## src/rtl/core_pkg.sv

```systemverilog
`default_nettype none
// ============================================================================
//  Module : core_pkg
//  Brief  : Shared core constants: PC/instruction widths, the RV32I canonical
//           NOP (addi x0,x0,0) and the reset PC value.
//  Rev    : 1.0  initial release
// ============================================================================
package core_pkg;

    localparam int PC_W_DEF   = 32;
    localparam int INST_W_DEF = 32;

    // addi x0, x0, 0
    localparam logic [31:0] RV32I_NOP = 32'h0000_0013;

    // Wide enough for any supported PC width; narrowed at the point of use.
    localparam logic [63:0] RESET_PC = 64'h0;

endpackage
`default_nettype wire

```

## src/rtl/if_id_pipe_reg_if.sv

```systemverilog
`default_nettype none
// ============================================================================
//  Module : if_id_pipe_reg_if
//  Brief  : Fetch->decode handshake bundle for the IF/ID pipeline register.
//           master : fetch/decode side (drives inputs, consumes outputs)
//           slave  : the pipeline register itself
//  Signals: flush_i, in_valid_i, in_ready_o, in_pc_i, in_inst_i,
//           out_valid_o, out_ready_i, out_pc_o, out_inst_o
//  Rev    : 1.0  initial release
// ============================================================================
interface if_id_pipe_reg_if
    import core_pkg::*;
#(
    parameter int PC_W   = PC_W_DEF,
    parameter int INST_W = INST_W_DEF
);
    logic              flush_i;
    logic              in_valid_i;
    logic              in_ready_o;
    logic [PC_W-1:0]   in_pc_i;
    logic [INST_W-1:0] in_inst_i;
    logic              out_valid_o;
    logic              out_ready_i;
    logic [PC_W-1:0]   out_pc_o;
    logic [INST_W-1:0] out_inst_o;

    modport master (
        output flush_i, in_valid_i, in_pc_i, in_inst_i, out_ready_i,
        input  in_ready_o, out_valid_o, out_pc_o, out_inst_o
    );

    modport slave (
        input  flush_i, in_valid_i, in_pc_i, in_inst_i, out_ready_i,
        output in_ready_o, out_valid_o, out_pc_o, out_inst_o
    );
endinterface
`default_nettype wire

```

## src/rtl/pipe_skid_buf.sv

```systemverilog
`default_nettype none
// ============================================================================
//  Module : pipe_skid_buf
//  Brief  : Single generic skid entry (data + valid). clear has priority over
//           load; data only changes on load (or reset).
//  Ports  : clk, rst   - clock, synchronous active-high reset
//           load, clear- capture d / drop the entry
//           d, q, valid- payload in, held payload, entry occupied
//  Rev    : 1.0  initial release
// ============================================================================
module pipe_skid_buf #(
    parameter int WIDTH = 8
) (
    input  logic             clk,
    input  logic             rst,
    input  logic             load,
    input  logic             clear,
    input  logic [WIDTH-1:0] d,
    output logic [WIDTH-1:0] q,
    output logic             valid
);

    always_ff @(posedge clk) begin
        if (rst) begin
            valid <= 1'b0;
            q     <= '0;
        end else if (clear) begin
            valid <= 1'b0;
        end else if (load) begin
            valid <= 1'b1;
            q     <= d;
        end
    end

endmodule
`default_nettype wire

```

## src/rtl/if_id_pipe_reg.sv

```systemverilog
`default_nettype none
// ============================================================================
//  Module : if_id_pipe_reg
//  Brief  : IF->ID pipeline register with valid/ready handshake, flush and an
//           optional skid entry. SKID=1 gives a registered in_ready (no comb
//           path from decode's ready back to fetch); SKID=0 is a single entry
//           with combinational ready.
//  Ports  : clk, rst - clock, synchronous active-high reset
//           bus      - if_id_pipe_reg_if.slave (flush, in_*, out_*)
//  Rev    : 1.0  initial release
// ============================================================================
module if_id_pipe_reg
    import core_pkg::*;
#(
    parameter int                PC_W     = PC_W_DEF,
    parameter int                INST_W   = INST_W_DEF,
    parameter logic [INST_W-1:0] NOP_INST = INST_W'(RV32I_NOP),
    parameter bit                SKID     = 1'b1
) (
    input  logic             clk,
    input  logic             rst,
    if_id_pipe_reg_if.slave  bus
);

    localparam int PW = PC_W + INST_W;

    logic              main_valid;
    logic [PC_W-1:0]   main_pc;
    logic [INST_W-1:0] main_inst;

    logic              skid_valid;
    logic [PW-1:0]     skid_data;

    logic              in_ready;
    logic              in_fire;
    logic              out_fire;
    logic              main_take;
    logic              skid_load;
    logic              skid_clear;
    logic [PW-1:0]     in_payload;

    assign in_payload = {bus.in_pc_i, bus.in_inst_i};
    assign in_fire    = bus.in_valid_i & in_ready;
    assign out_fire   = main_valid & bus.out_ready_i;

    // Main slot can be (re)written when empty or being consumed this cycle.
    assign main_take  = ~main_valid | out_fire;

    // Input arriving while main is stalled parks in the skid entry; the skid
    // drains into main as soon as main can take it. Flush clears it outright.
    assign skid_load  = in_fire & ~main_take;
    assign skid_clear = bus.flush_i | (main_take & skid_valid);

    generate
        if (SKID) begin : g_skid
            pipe_skid_buf #(
                .WIDTH (PW)
            ) u_skid (
                .clk   (clk),
                .rst   (rst),
                .load  (skid_load),
                .clear (skid_clear),
                .d     (in_payload),
                .q     (skid_data),
                .valid (skid_valid)
            );
            // Registered ready: one free slot is always guaranteed while the
            // skid is empty, so fetch never has to look at decode's ready.
            assign in_ready = ~skid_valid;
        end else begin : g_no_skid
            assign skid_valid = 1'b0;
            assign skid_data  = '0;
            assign in_ready   = ~main_valid | bus.out_ready_i;
        end
    endgenerate

    // Main entry. The instruction field falls back to NOP whenever the slot
    // empties so decode sees a harmless instruction while out_valid is low;
    // the PC field is left as it was.
    always_ff @(posedge clk) begin
        if (rst) begin
            main_valid <= 1'b0;
            main_pc    <= PC_W'(RESET_PC);
            main_inst  <= NOP_INST;
        end else if (bus.flush_i) begin
            main_valid <= 1'b0;
            main_inst  <= NOP_INST;
        end else if (main_take) begin
            if (skid_valid) begin
                main_valid           <= 1'b1;
                {main_pc, main_inst} <= skid_data;
            end else if (in_fire) begin
                main_valid <= 1'b1;
                main_pc    <= bus.in_pc_i;
                main_inst  <= bus.in_inst_i;
            end else begin
                main_valid <= 1'b0;
                main_inst  <= NOP_INST;
            end
        end
    end

    assign bus.in_ready_o  = in_ready;
    assign bus.out_valid_o = main_valid;
    assign bus.out_pc_o    = main_pc;
    assign bus.out_inst_o  = main_inst;

endmodule
`default_nettype wire

```

## src/flat_wrapper.sv

```systemverilog
// flat-port wrapper written by rule: the top's interface ports become plain ports
module if_id_pipe_reg_flat import core_pkg::*;
#(
    parameter int                PC_W     = PC_W_DEF,
    parameter int                INST_W   = INST_W_DEF,
    parameter logic [INST_W-1:0] NOP_INST = INST_W'(RV32I_NOP),
    parameter bit                SKID     = 1'b1
)
  (clk, rst, bus_flush_i, bus_in_valid_i, bus_in_pc_i, bus_in_inst_i, bus_out_ready_i, bus_in_ready_o, bus_out_valid_o, bus_out_pc_o, bus_out_inst_o);
  if_id_pipe_reg_if #(.PC_W(PC_W), .INST_W(INST_W)) bus_i ();
  input  logic clk;
  input  logic rst;
  input wire logic [$bits(bus_i.flush_i)-1:0] bus_flush_i;
  input wire logic [$bits(bus_i.in_valid_i)-1:0] bus_in_valid_i;
  input wire logic [$bits(bus_i.in_pc_i)-1:0] bus_in_pc_i;
  input wire logic [$bits(bus_i.in_inst_i)-1:0] bus_in_inst_i;
  input wire logic [$bits(bus_i.out_ready_i)-1:0] bus_out_ready_i;
  output wire logic [$bits(bus_i.in_ready_o)-1:0] bus_in_ready_o;
  output wire logic [$bits(bus_i.out_valid_o)-1:0] bus_out_valid_o;
  output wire logic [$bits(bus_i.out_pc_o)-1:0] bus_out_pc_o;
  output wire logic [$bits(bus_i.out_inst_o)-1:0] bus_out_inst_o;
  assign bus_i.flush_i = bus_flush_i;
  assign bus_i.in_valid_i = bus_in_valid_i;
  assign bus_i.in_pc_i = bus_in_pc_i;
  assign bus_i.in_inst_i = bus_in_inst_i;
  assign bus_i.out_ready_i = bus_out_ready_i;
  assign bus_in_ready_o = bus_i.in_ready_o;
  assign bus_out_valid_o = bus_i.out_valid_o;
  assign bus_out_pc_o = bus_i.out_pc_o;
  assign bus_out_inst_o = bus_i.out_inst_o;
  if_id_pipe_reg #(.PC_W(PC_W), .INST_W(INST_W), .NOP_INST(NOP_INST), .SKID(SKID)) u_core (.clk(clk), .rst(rst), .bus(bus_i));
endmodule
```

## config.mk

```make
export PLATFORM = sky130hd
export DESIGN_NAME = if_id_pipe_reg_flat
export DESIGN_NICKNAME = d
export VERILOG_FILES = /design/src/rtl/core_pkg.sv /design/src/rtl/if_id_pipe_reg_if.sv /design/src/rtl/pipe_skid_buf.sv /design/src/rtl/if_id_pipe_reg.sv /design/src/flat_wrapper.sv
export SDC_FILE = /design/constraint.sdc
export NUM_CORES = 1
export LEC_CHECK = 0
export CAP_MARGIN = 20
export CORE_MARGIN = 2
export CORE_UTILIZATION = 40
export CTS_BUF_LIST = sky130_fd_sc_hd__clkbuf_8
export CTS_CLUSTER_DIAMETER = 120
export CTS_CLUSTER_SIZE = 30
export DETAILED_ROUTE_END_ITERATION = 10
export GPL_TIMING_DRIVEN = 0
export PLACE_DENSITY = 0.77
export SLEW_MARGIN = 0
export SYNTH_ARGS = -nofsm -noshare
export SYNTH_HDL_FRONTEND = slang
export SYNTH_SLANG_ARGS = --single-unit
```

## constraint.sdc

```tcl
create_clock -name clk -period 3.3 [get_ports clk]
set_input_delay 0.495 -clock clk [delete_from_list [all_inputs] [get_ports clk]]
set_output_delay 0.495 -clock clk [all_outputs]
set_load 0.01 [all_outputs]
```

==> insert_results.sql <==
INSERT INTO impl_metrics (metric_group, metric, value, unit) VALUES
('status', 'outcome', 'complete, no violations', ''),
('clocking', 'clock_tree.root_cell', 'clkbuf_8', ''),
('floorplanning', 'placement_rows', '44', ''),
('worst_setup_path', 'crit_path_cell_chain', 'buf_4 -> inv_1 -> clkdlybuf4s50_1', ''),
('yosys', 'synth_async_sr_flop_share', '0', '%'),
('power', 'final_total_power', '0.00326', 'W'),
('yosys', 'yosys_register_bits', '130', ''),
('worst_setup_path', 'buffers_plus_inverters_on_the_worst_setup_path', '3', ''),
('clocking', 'cts.repair.resized', '0', ''),
('grt', 'grt.total_usage', '20.4', '%'),
('power', 'power.share.combinational', '12.9', '%'),
('cells_and_area', 'layout.cells.non_filler', '966', ''),
('yosys', 'syn-mean-instance-area', '9.53', 'um^2'),
('worst_setup_path', 'rrSetupSlack', '1.65', 'ns'),
('worst_setup_path', 'r2r_start', 'u_core.bus.out_valid_o$_SDFFE_PP0N_', ''),
('sta', 'setup_viol_count_final', '0', ''),
('power', 'worst_ir_drop_vdd', '0.000231', 'V'),
('grt', 'grt_pass1_wl', '25.8', 'mm'),
('grt', 'grt_pass1_vias', '5017', ''),
('detailed_routing', 'drc', '0', ''),
('power', 'p_switching', '0.000816', 'W'),
('power', 'power.share.clock', '36.7', '%'),
('cells_and_area', 'final-seq-area', '2600', 'um^2'),
('hold_path', 'worstHoldPathType', 'reg -> reg', ''),
('yosys', 'synth-edff-count', '0', ''),
('yosys', 'mappedNetlistArea', '5900', 'um^2'),
('worst_setup_path', 'worst-endpoint-required', '2.80', 'ns'),
('cells_and_area', 'syn2layout_area_growth', '32.2', '%'),
('sta', 'max_slew_margin', '64.7', '%'),
('cells_and_area', 'multi_input_comb_area', '2900', 'um^2'),
('yosys', 'synth_area_leader_cell', 'dfxtp_1', ''),
('grt', 'initial_antenna_violation_count', '0', ''),
('clocking', 'htree_levels', '4', ''),
('power', 'pwr_density_cell', '417', 'nW/um^2'),
('detailed_routing', 'route.antenna.remaining_nets', '0', ''),
('detailed_routing', 'dr_total_vias', '4949', ''),
('worst_setup_path', 'cells_on_worst_reg2reg_path', '5', ''),
('sta', 'final_hold_viol_count', '0', ''),
('worst_setup_path', 'criticalPathCategory', 'reg -> out', ''),
('sta', 'layout_min_cycle_time', '2.14', 'ns'),
('worst_setup_path', 'path_max_fanout', '10', ''),
('floorplanning', 'io-pin-count', '135', ''),
('cells_and_area', 'fill_cells', '1349', ''),
('worst_setup_path', 'timing.critical_path.max_delay_family', 'buffers and inverters', ''),
('hold_path', 'hold_end', 'u_core.g_skid.u_skid.q[35]$_SDFFE_PP0P_', ''),
('yosys', 'ys_seq_area_share', '44.1', '%'),
('sta', 'maxSlewViolCount', '0', ''),
('sta', 'fmax', '468', 'MHz'),
('cells_and_area', 'drive_above_1_share', '8.57', '%'),
('floorplanning', 'fp.dieArea', '15700', 'um^2'),
('detailed_routing', 'totalWireLength', '15.6', 'mm'),
('yosys', 'mappedNetlistNets', '688', ''),
('floorplanning', 'starting_density_of_the_core', '40.8', '%'),
('hold_path', 'min_delay_path_depth', '2', ''),
('cells_and_area', 'diodes', '0', ''),
('clocking', 'cts.sinks', '130', ''),
('placed_design', 'place.detailed.instances', '936', ''),
('clocking', 'clock_insertion_delay_worst_skew', '0.45', 'ns'),
('sta', 'min_period_over_period', '64.7', '%'),
('yosys', 'synthDistinctLibCells', '25', ''),
('detailed_routing', 'vias_per_cell', '5.12', ''),
('grt', 'grt.overflow.total', '0', ''),
('worst_setup_path', 'start_kind', 'register', ''),
('clocking', 'cts_post_setup_buffers_inserted', '0', ''),
('clocking', 'max-clock-path-buffers', '2', ''),
('detailed_routing', 'drt_initial_violations', '216', ''),
('sta', 'finalClockSkew', '0.00836', 'ns'),
('yosys', 'synth_most_common_cell', 'dfxtp_1', ''),
('worst_setup_path', 'crit_arrival', '1.64', 'ns'),
('clocking', 'cts_buffers', '17', ''),
('clocking', 'cts_hold_repair.buffers', '0', '');
logic make-up (layout without fill, tap and decap cells):
group                  Yosys count  in the layout  synth area share, %
multiplexers                    96             96                 16.3
flip-flops                     130            130                 44.1
AND/OR/NAND/NOR                234            234                 22.3
buffers and inverters           61            224                 6.76
AO/OA/AOI/OAI                   98             98                 10.5
flip-flops by register name (all words and copies together), names as in the netlist:
signal	count
u_core.bus.out_inst_o	32
u_core.bus.out_pc_o	32
u_core.bus.out_valid_o	1
u_core.g_skid.u_skid.q	64
u_core.g_skid.u_skid.valid	1
per-stage QoR:
step	hold slack (ns)	utilization, %	setup WS (ns)	instance area, um^2
3_5_place_dp	0.463	51.5	1.11	7460
6_report	0.473	53.9	1.16	7800
5_1_grt	0.494	53.9	1.09	7800
2_1_floorplan	0.448	-	1.83	5900
4_1_cts	0.477	53.9	1.12	7800
3_3_place_gp	0.459	51.5	1.12	7460
power groups by stage:
stage	clock network (W)	logic [W]	registers, W
after floorplan	0	0.000180	0.00169
after global placement	0	0.000416	0.00168
after detailed placement	0	0.000421	0.00168
after CTS	0.00122	0.000424	0.00164
after global routing	0.00129	0.000457	0.00164
final	0.00120	0.000420	0.00164
worst max path at each step:
stage	slack [ns]	to	startpoint
6_report	1.16	bus_in_ready_o	u_core.g_skid.u_skid.valid$_SDFFE_PP0P_
5_1_grt	1.09	bus_in_ready_o	u_core.g_skid.u_skid.valid$_SDFFE_PP0P_
4_1_cts	1.12	bus_in_ready_o	u_core.g_skid.u_skid.valid$_SDFFE_PP0P_
3_5_place_dp	1.11	u_core.bus.out_pc_o[4]$_SDFFE_PP0P_	bus_out_ready_i
3_3_place_gp	1.12	u_core.bus.out_pc_o[30]$_SDFFE_PP0P_	bus_out_ready_i
2_1_floorplan	1.83	u_core.g_skid.u_skid.q[10]$_SDFFE_PP0P_	bus_out_ready_i
per-layer routing:
layer  vias to the layer above  wire length (um)  GRT usage [%]  share of wire [%]
li1                       2462                 -              -                  -
met4                         0               300           8.04                1.9
met5                         -                 0              0                  0
met1                      2312              7070           26.0                 45
met2                       152              7430           32.7                 47
met3                        23               849           5.82                5.4
cell usage in the layout, fill, tap and decap left out, types with 2 or more instances in the layout:
cell             count
clkbuf_8            22
nand3_1             58
nor2_1               5
buf_1                2
mux2i_1             96
nand2b_1           129
dfxtp_1            130
clkdlybuf4s50_1    133
clkinv_2             6
a21oi_1             33
nor3_1               7
a211oi_1            32
clkbuf_1            23
buf_2               19
nor2b_1              2
inv_1                3
a31oi_1             29
nand2_1             29
buf_4                8
o31ai_1              3
buf_12               6
layout make-up:
class                   instances  share of cell area [%]
repair buffers                133                    17.1
plain buffers                  60                    5.07
flip-flops and latches        130                    33.4
clock inverters                 8                   0.481
multi-input cells             428                    37.2
inverters                       1                  0.0481
clock buffers                  22                    3.88
well taps                     184                    2.95
worst reg2reg max path: stages, from the launching register on:
cell      delay [ns]
dfxtp_1         0.35
nor2b_1         0.14
buf_2           0.17
nor3_2          0.41
buf_2           0.33
a211oi_1        0.12
Power figures use the tool's default switching activity.
